### config.mk
export PLATFORM = sky130hd
export DESIGN_NAME = uart_inst_parser
export DESIGN_NICKNAME = d
export VERILOG_FILES = /design/src/rtl/uart_inst_parser.sv
export SDC_FILE = /design/constraint.sdc
export NUM_CORES = 1
export LEC_CHECK = 0
export CORE_UTILIZATION = 55
export CTS_CLUSTER_DIAMETER = 200
export CTS_CLUSTER_SIZE = 16
export DETAILED_ROUTE_END_ITERATION = 8
export PLACE_DENSITY = 0.77
export SKIP_LAST_GASP = 1
export SYNTH_ARGS = -nofsm -noshare
export SYNTH_HDL_FRONTEND = slang
export SYNTH_SLANG_ARGS = --single-unit
### constraint.sdc
create_clock -name clk -period 5.72 [get_ports clk]
set_input_delay 1.144 -clock clk [delete_from_list [all_inputs] [get_ports clk]]
set_output_delay 1.144 -clock clk [all_outputs]
set_load 0.02 [all_outputs]
### src/rtl/uart_inst_parser.sv
// ASCII hex instruction line parser with instruction FIFO and paced issue.
// Lines of two hex digits plus CR/LF become single-cycle instruction strobes.
module uart_inst_parser #(
  parameter int unsigned FIFO_DEPTH = 4,
  parameter int unsigned INST_GAP   = 16
) (
  input  logic                        clk,
  input  logic                        rst_n,
  input  logic [7:0]                  i_rx_data,
  input  logic                        i_rx_valid,
  output logic [7:0]                  o_inst,
  output logic                        o_inst_valid,
  output logic                        o_err,
  output logic                        o_ovf,
  output logic [7:0]                  o_err_cnt,
  output logic [$clog2(FIFO_DEPTH):0] o_fifo_cnt
);

  localparam int unsigned AW = $clog2(FIFO_DEPTH);
  localparam int unsigned GW = $clog2(INST_GAP + 1);
  localparam logic [AW:0] FullCnt = (AW + 1)'(FIFO_DEPTH);
  localparam logic [GW-1:0] GapReload = GW'(INST_GAP - 1);

  typedef enum logic [1:0] {StIdle, StHi, StLo, StDiscard} state_e;

  state_e state_q, state_d;

  logic       rx_hex, rx_eol;
  logic [3:0] rx_nib;
  logic       err_set, commit, hi_load, lo_load;
  logic       full, empty, push, pop, ovf_set;

  logic [3:0]    hi_q, lo_q;
  logic [7:0]    mem_q [FIFO_DEPTH];
  logic [AW-1:0] wr_ptr_q, rd_ptr_q;
  logic [AW:0]   cnt_q, cnt_d;
  logic [GW-1:0] gap_q, gap_d;
  logic [7:0]    inst_q;
  logic          inst_valid_q, err_q, ovf_q;
  logic [7:0]    err_cnt_q, err_cnt_d;
  logic [8:0]    err_sum;

  // Character classification of the incoming byte.
  always_comb begin
    rx_eol = (i_rx_data == 8'h0D) || (i_rx_data == 8'h0A);
    rx_hex = 1'b0;
    rx_nib = 4'h0;
    if (i_rx_data >= 8'h30 && i_rx_data <= 8'h39) begin
      rx_hex = 1'b1;
      rx_nib = i_rx_data[3:0];
    end else if ((i_rx_data >= 8'h41 && i_rx_data <= 8'h46) ||
                 (i_rx_data >= 8'h61 && i_rx_data <= 8'h66)) begin
      rx_hex = 1'b1;
      rx_nib = i_rx_data[3:0] + 4'd9;
    end
  end

  always_ff @(posedge clk or negedge rst_n) begin
    if (!rst_n) begin
      state_q <= StIdle;
    end else begin
      state_q <= state_d;
    end
  end

  always_comb begin
    state_d = state_q;
    if (i_rx_valid) begin
      unique case (state_q)
        StIdle: begin
          if (rx_hex) begin
            state_d = StHi;
          end else if (!rx_eol) begin
            state_d = StDiscard;
          end
        end
        StHi: begin
          if (rx_hex) begin
            state_d = StLo;
          end else if (rx_eol) begin
            state_d = StIdle;
          end else begin
            state_d = StDiscard;
          end
        end
        StLo:      state_d = rx_eol ? StIdle : StDiscard;
        StDiscard: state_d = rx_eol ? StIdle : StDiscard;
        default:   state_d = StIdle;
      endcase
    end
  end

  always_comb begin
    err_set = 1'b0;
    commit  = 1'b0;
    hi_load = 1'b0;
    lo_load = 1'b0;
    if (i_rx_valid) begin
      unique case (state_q)
        StIdle: begin
          hi_load = rx_hex;
          err_set = !rx_hex && !rx_eol;
        end
        StHi: begin
          lo_load = rx_hex;
          err_set = !rx_hex;
        end
        StLo: begin
          commit  = rx_eol;
          err_set = !rx_eol;
        end
        default: ;
      endcase
    end
  end

  // Full is judged on start-of-cycle occupancy, so a same-cycle pop cannot save a commit.
  always_comb begin
    full    = (cnt_q == FullCnt);
    empty   = (cnt_q == '0);
    push    = commit && !full;
    ovf_set = commit && full;
    pop     = !empty && (gap_q == '0);

    cnt_d = cnt_q;
    if (push && !pop) begin
      cnt_d = cnt_q + 1'b1;
    end else if (pop && !push) begin
      cnt_d = cnt_q - 1'b1;
    end

    if (pop) begin
      gap_d = GapReload;
    end else if (gap_q != '0) begin
      gap_d = gap_q - 1'b1;
    end else begin
      gap_d = gap_q;
    end

    err_sum   = {1'b0, err_cnt_q} + {8'h00, err_set} + {8'h00, ovf_set};
    err_cnt_d = err_sum[8] ? 8'hFF : err_sum[7:0];
  end

  always_ff @(posedge clk) begin
    if (push) begin
      mem_q[wr_ptr_q] <= {hi_q, lo_q};
    end
  end

  always_ff @(posedge clk or negedge rst_n) begin
    if (!rst_n) begin
      hi_q         <= '0;
      lo_q         <= '0;
      wr_ptr_q     <= '0;
      rd_ptr_q     <= '0;
      cnt_q        <= '0;
      gap_q        <= '0;
      inst_q       <= '0;
      inst_valid_q <= 1'b0;
      err_q        <= 1'b0;
      ovf_q        <= 1'b0;
      err_cnt_q    <= '0;
    end else begin
      if (hi_load) begin
        hi_q <= rx_nib;
      end
      if (lo_load) begin
        lo_q <= rx_nib;
      end
      if (push) begin
        wr_ptr_q <= wr_ptr_q + 1'b1;
      end
      if (pop) begin
        rd_ptr_q <= rd_ptr_q + 1'b1;
        inst_q   <= mem_q[rd_ptr_q];
      end
      cnt_q        <= cnt_d;
      gap_q        <= gap_d;
      inst_valid_q <= pop;
      err_q        <= err_set;
      ovf_q        <= ovf_set;
      err_cnt_q    <= err_cnt_d;
    end
  end

  assign o_inst       = inst_q;
  assign o_inst_valid = inst_valid_q;
  assign o_err        = err_q;
  assign o_ovf        = ovf_q;
  assign o_err_cnt    = err_cnt_q;
  assign o_fifo_cnt   = cnt_q;

endmodule

Yosys cells after proc, flatten, opt, wreduce, memory -nomap -nowiden
Memory sizes are Yosys's and may differ from the RTL's. A register that Yosys moved wholly into a read port is not among the register bits.
Index checks and enable logic that the tools add are counted.
- register bits after elaboration: 33
- memory bits (writable): 32
- bits of input ports: 11
- output and inout bits: 22
- word-level logic and storage cells: 83
- memories kept: 1
- $add $sub $neg: 8
- $lt $le $gt $ge: 6
- equal/unequal tests: 7
- muxes and demuxes: 24
- reductions and logical operators: 26
- memory list (memory ; depth ; width ; rd ports ; clocked after Yosys merged registers in ; wr ports ; line ; source):
    mem_q ; 4 ; 8 ; 1 ; 1 ; 1 ; 34 ; logic [7:0] mem_q [FIFO_DEPTH];
- operator list (cell ; number):
    $eq 8x4->1 const B ; 2
    $ge 8x7->1 const B ; 2
    $le 8x7->1 const B ; 2
    $mux 1 ; 11
    $mux 5 ; 2
    $add 8x1->9 ; 1
    $add 9x1->9 ; 1
    $logic_and 1x1->1 ; 9
    $ge 8x6->1 const B ; 1
    $le 8x6->1 const B ; 1
    $mux 2 ; 4
    $mux 4 ; 2
    $mux 8 ; 1
    $logic_not 1->1 ; 7
    $mux 3 ; 2
    $pmux 2 s3 ; 1
    $logic_not 5->1 ; 1
    $reduce_bool 5->1 ; 1
    $sub 5x1->5 const B ; 1
    $add 2x1->2 const B ; 2
    $add 4x4->4 const B ; 1
    $eq 2x2->1 const B ; 2
    $reduce_bool 2->1 ; 2
    $add 3x1->3 const B ; 1
    10 further kinds ; 11

Logic depth before layout (Yosys ltp)
Gate-level depths: netlist of run 1.
- depth in word-level cells: 12
- mapped depth: 14
- gate-level depth less buffers: 13

Least setup slack after synthesis of run 1
Ideal clock, no wire load.
- kind: in2reg
- from: in i_rx_data[0]
- to: reg err_cnt_q[6], in the netlist o_err_cnt[6]
- setup time: 0.125 ns
- arrival: 3.453 ns
- data required time: 5.595 ns
- path slack: 2.142 ns
- stages on the path: 14
- path buffers: 1
- path through: clkbuf_8 inv_1 ha_1 nor3b_1 a311oi_4 o21bai_1 o2111ai_1 fa_1 inv_1 ha_1 and3_1 nand3_1 nor3_1 a21oi_1
- word-level cells in the longest chain between the ends: 12
- elaborated cells between the ends (all ways): 26
- those cells by class: add/sub: 2; order compare: 6; eq/ne: 2; mux: 7; reduce/logical: 9
- ends and longest elaborated chain (item ; line ; source):
    start: declaration ; 9 ; input logic [7:0] i_rx_data,
    $ge 8x7->1, or another cell as far along ; 51 ; end else if ((i_rx_data >= 8'h41 && i_rx_data <= 8'h46) ||
    $logic_and 1x1->1 (on tied branches) ; 51, 52 ;
    $logic_or 1x1->1 ; 51 ;
    $mux 1 ; 51 ;
    $mux 1 ; 48 ; if (i_rx_data >= 8'h30 && i_rx_data <= 8'h39) begin
    $logic_not 1->1 ; 102, 106 ;
    $logic_and 1x1->1 ; 102 ; err_set = !rx_hex && !rx_eol;
    $pmux 1 s3 ; 99 ; unique case (state_q)
    $mux 1 ; 98 ; if (i_rx_valid) begin
    $add 8x1->9 ; 140 ; err_sum = {1'b0, err_cnt_q} + {8'h00, err_set} + {8'h00, ovf_set};
    $add 9x1->9 * ; 140 ;
    $mux 8 * ; 141 ; err_cnt_d = err_sum[8] ? 8'hFF : err_sum[7:0];
    via err_cnt_d[6] ; 40 ; logic [7:0] err_cnt_q, err_cnt_d;
    end signal: assignment ; 182 ; err_cnt_q <= err_cnt_d;
    end: declaration ; 40 ;
The timed path passes the listed nets; every way through them passes the cells marked *.
A chain may end at the register's enable or synchronous reset.

Worst setup path after layout of run 1
Ends and elaborated chain as after synthesis.

==> results_dict.tcl, run 1 <==
set metrics [dict create \
    yosys_warnings 0 \
    outcome "completed" \
    critPathLaunchType "input port" \
    grt_setup_unrepaired "false" \
    die-area_um2 6366 \
    drive_above_1_share_pct 17.27 \
    synth_top_family_by_area "multiplexers" \
    maxCapViolCount 0 \
    synth-seq-cells 73 \
    synth.area.top_cells "dfrtp_1, edfxtp_1, mux4_2" \
    power.leakage_nw 1.539 \
    cp.arrival_ns 4.27 \
    setup_violations 0 \
    netlist_area_um2 3328 \
    cts_tree "yes" \
    synth_xor_area_share_pct 2.105 \
    synthArstFlopShare_pct 56.16 \
    cts_hold_buf 0 \
    cts_made_buffers 9 \
    grt_pass1_wl_mm 8.804 \
    worst_slack_ns 1.672 \
    ant_nets 0 \
    crit_type "in -> reg" \
    core_um2 5675 \
    period_share_pct 70.76 \
    synth-simple-area-share_pct 9.286 \
    die_w_um 79.79 \
    ys_top_cells_by_count "dfrtp_1, edfxtp_1, inv_1" \
    synth_nets 261 \
    fp-row-count 27 \
    synth_cell_type_count 55 \
    clkTransAtPathRegs_ns 0.08 \
    critPathBufInv 3 \
    yosys.area.top_type_share_pct 30.83 \
    place_congestion 0.8268 \
    cpPeakStageDelay_ns 0.70 \
    via_count 1959 \
    synth_compound_area_share_pct 9.398 \
    clk_latency_ns 0.34 \
    power_density_nw_per_um2 381.5 \
    routedWlPerCell_um 15.07 \
    worstPathCellList "clkdlybuf4s50_1 > inv_1 > ha_1 > o21bai_1 > a21oi_1 > o21bai_1 > o2111ai_1 > fa_1 > inv_1 > ha_1 > and3_1 > nand3_1 > nor3_1 > a21oi_1" \
    post-route-drc-count 0 \
    post-cts-setup-buffers 0 \
    synth_edf_count 32 \
    port_buffers 32 \
    fmax_mhz 247.1 \
    fin_crit_ns 4.048 \
    fin_skew_ns 0.01336 \
    routed_wirelength_mm 5.275 \
    drt_iter0_markers 111 \
    critPathRequiredTime_ns 5.95 \
    hold_path_class "reg -> reg" \
    place_ws_ns 1.297 \
    slew_headroom_pct 29.36 \
    crit_fanout 10 \
    vias_per_cell 5.597 \
    synth_area_per_cell_um2 14.04 \
    worst_pin_slew_ns 1.056 \
    root_buffer "clkbuf_8" \
    drt-pass1-iter-count 4 \
    area_growth_syn_to_layout_pct 16.88 \
    grt_use_total_pct 18.74 \
    nNetsFinal 297 \
    final_hold_viol_count 0 \
    crit_family "buffers and inverters" \
    antenna_cells 0 \
    slew_viol_final 0 \
    clock_sinks 73 \
    netlist_instances 237 \
    yosys.area.top_type "dfrtp_1" \
    synth_mux_area_share_pct 10.86 \
    grt_overflow 0 \
    initial_core_util_pct 58.64 \
    dp_hpwl_mm 3.633 \
    peakVddDrop_mv 0.2211 \
    yosysSeqAreaShare_pct 59.70 \
    die_y_um 79.79 \
    ioPinCount 33 \
    tns_ns 0 \
    cts_resized 0 \
    end_kind "flop" \
    grt_max_degree 42 \
    antenna_found_initial 0 \
    clk_path_buf_depth 2 \
    synth.most_common_cell "dfrtp_1" \
    htreeDepth 3 \
    ys.flop_type "dfrtp_1" \
    grt_pass1_vias 1825 \
    crit_path_top_delay_cell "clkdlybuf4s50_1" \
    synthAdderAreaFrac_pct 5.338 \
]
==> worst reg2reg max path, cell delays in order, from the launching register on <==
cell     delay, ns
dfrtp_1       0.42
inv_1         0.07
ha_1          0.17
or4b_2        0.61
nor2_1        0.83
inv_1         0.12
ha_1          0.25
inv_1         0.07
fa_1          0.40
mux2_2        0.26
==> layer usage <==
layer	track usage [%]	vias to the layer above	routed length (um)
met4	6.429	0	40
li1	-	950	-
met3	5.143	7	204
met5	0	-	0
met2	28.97	49	2530
met1	25.68	953	2499
==> sequential cells by signal, indices dropped and copies added (netlist names), 2 cells and up <==
name / cells
mem_q: 32
o_err_cnt: 8
o_inst: 8
gap_q: 5
hi_q: 4
lo_q: 4
o_fifo_cnt: 3
rd_ptr_q: 2
state_q: 2
wr_ptr_q: 2
==> logic make-up after synthesis <==
family	Yosys count
multiplexers	24
flip-flops	73
AO/OA/AOI/OAI	41
adder cells (fa/ha/maj)	13
AND/OR/NAND/NOR	54
buffers and inverters	24
XOR/XNOR	8
==> per-stage QoR <==
step	instance area [um^2]	hold WS [ns]	util (%)	std cells	power, mW
finish	3890	0.5116	68.54	350	1.484
global route	3890	0.5278	68.54	350	1.561
CTS	3890	0.5125	68.54	350	1.497
detailed placement	3687	0.4940	64.97	334	1.096
global placement	3687	0.4827	64.97	334	1.089
floorplan	3328	0.4621	-	237	0.9280
==> final timing paths <==
check / depth (start not counted) / slack (ns) / from / endpoint
worst max-delay path: 14 / 1.67 / i_rx_data[0] / o_err_cnt[6]$_DFF_PN0_
worst min-delay path: 1 / 0.51 / o_inst[1]$_DFFE_PN0P_ / o_inst[1]$_DFFE_PN0P_
worst max register to register: 9 / 2.42 / gap_q[0]$_DFFE_PN0P_ / o_fifo_cnt[1]$_DFFE_PN0P_
worst min register to register: 1 / 0.51 / o_inst[1]$_DFFE_PN0P_ / o_inst[1]$_DFFE_PN0P_
max in group asynchronous: 1 / 4.20 / rst_n / hi_q[3]$_DFFE_PN0P_
min in group asynchronous: 1 / 0.93 / rst_n / o_inst[5]$_DFFE_PN0P_
==> power by group <==
group	switching (mW)	internal, mW	total [mW]
Clock	0.198	0.205	0.402
Combinational	0.159	0.209	0.369
Sequential	0.0922	0.621	0.713
Total	0.449	1.04	1.48
==> area by class of cell <==
type | count | area (um^2)
repair buffers | 32 | 315.3
inverters | 17 | 63.81
fillers | 392 | 1785
well taps | 72 | 90.09
flip-flops and latches | 73 | 1987
multi-input cells | 140 | 1231
clock buffers | 9 | 123.9
clock inverters | 7 | 78.83
==> placed cells by master, fill, tap and decap left out, types with 4 or more instances in the layout <==
master,netlist,layout
and2_1,4,4
inv_1,17,17
clkdlybuf4s50_1,0,31
edfxtp_1,32,32
dfrtp_1,41,41
o21ai_0,6,6
nor3_1,4,4
nor2_1,7,7
clkbuf_8,1,9
nand2_1,15,15
a21oi_1,9,9
mux4_2,8,8
xnor2_1,5,5
ha_1,11,11
mux2_2,11,11
Power figures use the tool's default switching activity.
==> run 2, diff against run 1 <==
Clock period 5.72 ns to 4 ns, I/O delays scaled along.
==> run 2 against run 1 <==
Net effect: via count up 3.8%; final cell count is 2.3% higher; register-to-register slack got worse by 1.2 ns; utilization increased by 0.77 points.
==> results_dict.tcl, run 2 (same netlist as run 1, synthesis figures left out) <==
set metrics [dict create \
    rr_endpoint "o_fifo_cnt[1]$_DFFE_PN0P_" \
    crit_fanout 8 \
    place_congestion 0.8871 \
    critPathRequiredTime_ns 4.22 \
    nNetsFinal 305 \
    routedWlPerCell_um 15.60 \
    ant_nets 0 \
    outcome "completed" \
    via_count 2033 \
    ioPinCount 33 \
    largest_register_ffs 32 \
    worst_pin_slew_ns 0.9101 \
    placed_area_um2 3747 \
    min_from "gap_q[0]$_DFFE_PN0P_" \
    hold_path_class "reg -> reg" \
    grt_pass1_vias 1992 \
    period_share_pct 88.81 \
    grt_overflow 0 \
    clk_latency_ns 0.33 \
    fin_crit_ns 3.552 \
    fin_area_um2 3934 \
    antenna_cells 0 \
    clock_sinks 73 \
    end_kind "flop" \
    drive_above_1_share_pct 18.88 \
    port_buffers 32 \
    hold_path_depth 1 \
    tns_ns 0 \
    cp.arrival_ns 3.77 \
    grt_setup_unrepaired "false" \
    drt-pass1-iter-count 4 \
    fmax_mhz 281.5 \
    critPathLaunchType "input port" \
    final_cell_mix "dfrtp_1, edfxtp_1, clkdlybuf4s50_1" \
    slew_viol_final 0 \
    clkTransAtPathRegs_ns 0.07 \
    routed_wirelength_mm 5.584 \
    hold_path_end "gap_q[0]$_DFFE_PN0P_" \
    die_y_um 79.79 \
    setup_violations 0 \
    antenna_found_initial 0 \
    fp-row-count 27 \
    root_buffer "clkbuf_8" \
    reg2reg_slack_ns 1.26 \
    htreeDepth 3 \
    cts_resized 0 \
    cts_tree "yes" \
    fin_skew_ns 0.009381 \
    clk_path_buf_depth 2 \
    die-area_um2 6366 \
    crit_type "in -> reg" \
    post-cts-setup-buffers 0 \
    grt_max_degree 42 \
    die_w_um 79.79 \
    grt_use_total_pct 20.16 \
    r2r-start "gap_q[0]$_DFFE_PN0P_" \
    initial_core_util_pct 58.64 \
    maxCapViolCount 0 \
    drt_iter0_markers 86 \
    r2r_cells 10 \
    largest-register "mem_q" \
    cts_hold_buf 0 \
    post-route-drc-count 0 \
    area_growth_syn_to_layout_pct 18.20 \
    holdWs_ns 0.4953 \
    core_um2 5675 \
    slew_headroom_pct 39.33 \
    peakVddDrop_mv 0.3733 \
    power_density_nw_per_um2 531.8 \
    final_hold_viol_count 0 \
    vias_per_cell 5.679 \
    power.leakage_nw 1.578 \
    dp_hpwl_mm 3.919 \
    cts_made_buffers 9 \
    grt_pass1_wl_mm 9.356 \
    final_common_cell "dfrtp_1" \
]
-- run 2: cell types whose count changed in the layout (fill, tap and decap cells not counted), sizes merged --
| cell | delta |
|---|---|
| inv | -2 |
| clkbuf | +1 |
| buf | +8 |
| clkinvlp | -1 |
| clkinv | +2 |
-- run 2: routing by layer --
layer | part of all wire, % | track usage [%] | vias to the layer above
li1 | - | - | 959
met1 | 44 | 25.08 | 1006
met2 | 51 | 32.74 | 63
met3 | 4.2 | 5.029 | 5
met4 | 0.91 | 10.18 | 0
met5 | 0 | 0 | -
-- run 2: worst max-delay path by stage --
stage                 startpoint                endpoint  slack, ns  cells after the start
floorplan           i_rx_data[0]  o_err_cnt[6]$_DFF_PN0_       0.77                     14
global placement    i_rx_data[0]  o_err_cnt[6]$_DFF_PN0_       0.26                     14
detailed placement  i_rx_data[0]  o_err_cnt[6]$_DFF_PN0_       0.12                     14
CTS                 i_rx_data[0]  o_err_cnt[5]$_DFF_PN0_       0.46                     13
global route        i_rx_data[0]  o_err_cnt[5]$_DFF_PN0_       0.15                     13
finish              i_rx_data[0]  o_err_cnt[6]$_DFF_PN0_       0.45                     14
-- run 2: cell type report --
type,instances,area [um^2]
timing repair buffer,40,375.4
fill,414,1742
clock inverter,6,58.81
inverter,17,63.81
clock buffer,10,127.6
sequential,73,1987
multi-input combinational,140,1231
tap,72,90.09
-- run 2: critical path, stage by stage --
cell and delay [ns]:
clkdlybuf4s50_1 0.54, inv_1 0.17, ha_1 0.21, nor3b_1 0.37, a311oi_4 0.06, o21bai_1 0.18, o2111ai_1 0.17, fa_1 0.44
inv_1 0.08, ha_1 0.20, and3_1 0.23, nand3_1 0.11, nor3_1 0.15, a21oi_1 0.06
-- run 2: power by group --
group	total, mW	switching [mW]	internal [mW]
Sequential	1.02	0.132	0.889
Combinational	0.534	0.231	0.304
Clock	0.537	0.253	0.284
Total	2.09	0.616	1.48
-- run 2: through the flow --
step                      total power, mW  cells  utilization [%]  setup slack, ns
after global placement              1.560    342            66.03           0.2603
after CTS                           2.116    358            69.31           0.4583
final                               2.092    358            69.31           0.4477
after global routing                2.204    358            69.31           0.1496
after floorplan                     1.327    237                -           0.7661
after detailed placement            1.578    342            66.03           0.1191
==> run 3, diff against run 2 <==
Settings changed: GPL_ROUTABILITY_DRIVEN set to 0.
Clock period 4 ns to 3.65 ns, I/O delays scaled along.
==> run 3 against run 2 <==
Net effect: highest routed layer unchanged; global-route usage decreased by 0.74 points; first-iteration DRC count increased by 20%; flip-flop and latch count unchanged; critical path type unchanged; non-clock buffer count increased by 3; critical path depth decreased by 1; register-to-register slack got worse by 0.40 ns.
==> results_dict.tcl, run 3 (same netlist as run 1, synthesis figures left out) <==
set metrics [dict create \
    final_cell_mix "dfrtp_1, edfxtp_1, clkdlybuf4s50_1" \
    crit_fanout 6 \
    clk_path_buf_depth 2 \
    r2r_cells 10 \
    maxCapViolCount 0 \
    area_growth_syn_to_layout_pct 19.59 \
    hold_path_class "reg -> reg" \
    clk_latency_ns 0.34 \
    p_seq_share_pct 47.2 \
    dp_hpwl_mm 3.706 \
    worst_pin_slew_ns 0.9293 \
    post-route-drc-count 0 \
    root_buffer "clkbuf_8" \
    critical_path_cell_count 13 \
    die_w_um 79.79 \
    placed_area_um2 3770 \
    power_density_nw_per_um2 594.7 \
    crit_type "in -> reg" \
    peakVddDrop_mv 0.3904 \
    ioPinCount 33 \
    grt_pass1_wl_mm 8.970 \
    clkTransAtPathRegs_ns 0.07 \
    power.leakage_nw 1.608 \
    drt_iter0_markers 103 \
    tns_ns 0 \
    routedWlPerCell_um 14.88 \
    antenna_found_initial 0 \
    core_um2 5675 \
    drive_above_1_share_pct 20.07 \
    worstPathCellList "clkdlybuf4s50_1 > inv_1 > ha_1 > nor3b_1 > a311oi_4 > o21bai_1 > o2111ai_1 > fa_1 > inv_1 > ha_1 > and3_1 > nand3_1 > o21ai_0" \
    cpPeakStageDelay_ns 0.46 \
    largest_register_ffs 32 \
    fp-row-count 27 \
    end_kind "flop" \
    period_share_pct 88.89 \
    holdWs_ns 0.5117 \
    clock_power_share_pct 28.0 \
    switchingPower_uw 677.4 \
    r2r-start "gap_q[0]$_DFFE_PN0P_" \
    grt_use_total_pct 19.42 \
    grt_max_degree 42 \
    routed_wirelength_mm 5.370 \
    cts_hold_buf 0 \
    fin_crit_ns 3.244 \
    fin_skew_ns 0.005923 \
    clock_sinks 73 \
    critPathRequiredTime_ns 3.90 \
    htreeDepth 3 \
    final_common_cell "dfrtp_1" \
    vias_per_cell 5.584 \
    initial_core_util_pct 58.64 \
    ant_nets 0 \
    critPathBufInv 3 \
    min_from "o_inst[1]$_DFFE_PN0P_" \
    p_comb_share_pct 24.8 \
    antenna_cells 0 \
    fin_area_um2 3980 \
    swShare_pct 28.62 \
    drt-pass1-iter-count 4 \
    post-cts-setup-buffers 0 \
    nNetsFinal 308 \
    outcome "completed" \
    cp.arrival_ns 3.50 \
    critPathLaunchType "input port" \
    crit_path_top_delay_cell "clkdlybuf4s50_1" \
    crit_family "adder cells" \
    rr_endpoint "o_fifo_cnt[1]$_DFFE_PN0P_" \
    cts_made_buffers 9 \
    grt_pass1_vias 1920 \
    grt_overflow 0 \
    intPower_mw 1.689 \
    port_buffers 32 \
    largest-register "mem_q" \
    total_power_mw 2.367 \
    fmax_mhz 308.2 \
    final_hold_viol_count 0 \
    setup.worst_path.start "i_rx_data[0]" \
    slew_headroom_pct 38.05 \
    cts_resized 0 \
    die-area_um2 6366 \
    endpoint "o_err_cnt[5]$_DFF_PN0_" \
    setup_violations 0 \
    cts_tree "yes" \
    die_y_um 79.79 \
    via_count 2016 \
    reg2reg_slack_ns 0.86 \
    grt_setup_unrepaired "false" \
    slew_viol_final 0 \
]
==> run 3: power by group through the flow <==
| stage | combinational (mW) | sequential (mW) | clock, mW |
|---|---|---|---|
| after floorplan | 0.260 | 1.19 | 0 |
| after global placement | 0.578 | 1.13 | 0 |
| after detailed placement | 0.589 | 1.14 | 0 |
| after CTS | 0.591 | 1.12 | 0.681 |
| after global routing | 0.640 | 1.14 | 0.713 |
| final | 0.586 | 1.12 | 0.663 |
==> run 3: routing by layer <==
| metal | vias to the layer above | global-route usage, % | part of all wire, % |
|---|---|---|---|
| met3 | 8 | 5.257 | 3.4 |
| met5 | - | 0 | 0 |
| met4 | 0 | 9.107 | 1.9 |
| met1 | 993 | 25.19 | 47 |
| li1 | 977 | - | - |
| met2 | 38 | 30.43 | 48 |
==> run 3: worst min-delay path by stage <==
stage	slack, ns	cells after the start	to
after floorplan	0.43	0	gap_q[0]$_DFFE_PN0P_
after global placement	0.49	1	gap_q[0]$_DFFE_PN0P_
after detailed placement	0.50	1	o_inst[0]$_DFFE_PN0P_
after CTS	0.52	1	o_inst[1]$_DFFE_PN0P_
after global routing	0.53	1	o_inst[3]$_DFFE_PN0P_
final	0.51	1	o_inst[1]$_DFFE_PN0P_
==> run 3: layout make-up <==
type | count | area [um^2]
fill | 404 | 1695
clock inverter | 6 | 82.58
tap | 72 | 90.09
inverter | 17 | 63.81
timing repair buffer | 43 | 397.9
multi-input combinational | 140 | 1231
clock buffer | 10 | 127.6
sequential | 73 | 1987
==> run 3: worst register-to-register path: stages, from the launching register on <==
cell and delay (ns):
dfrtp_1 0.42, inv_1 0.07, ha_1 0.17, or4b_2 0.61, nor2_1 0.13, buf_4 0.22, inv_1 0.09, ha_1 0.22
inv_1 0.07, fa_1 0.40, mux2_2 0.27
==> run 3: stage by stage <==
step	util, %	std cells	setup slack (ns)
5_1_grt	70.13	361	0.08345
4_1_cts	70.13	361	0.4007
3_3_place_gp	66.42	345	0.1106
3_5_place_dp	66.42	345	0.04792
2_1_floorplan	-	237	0.4861
6_report	70.13	361	0.4055
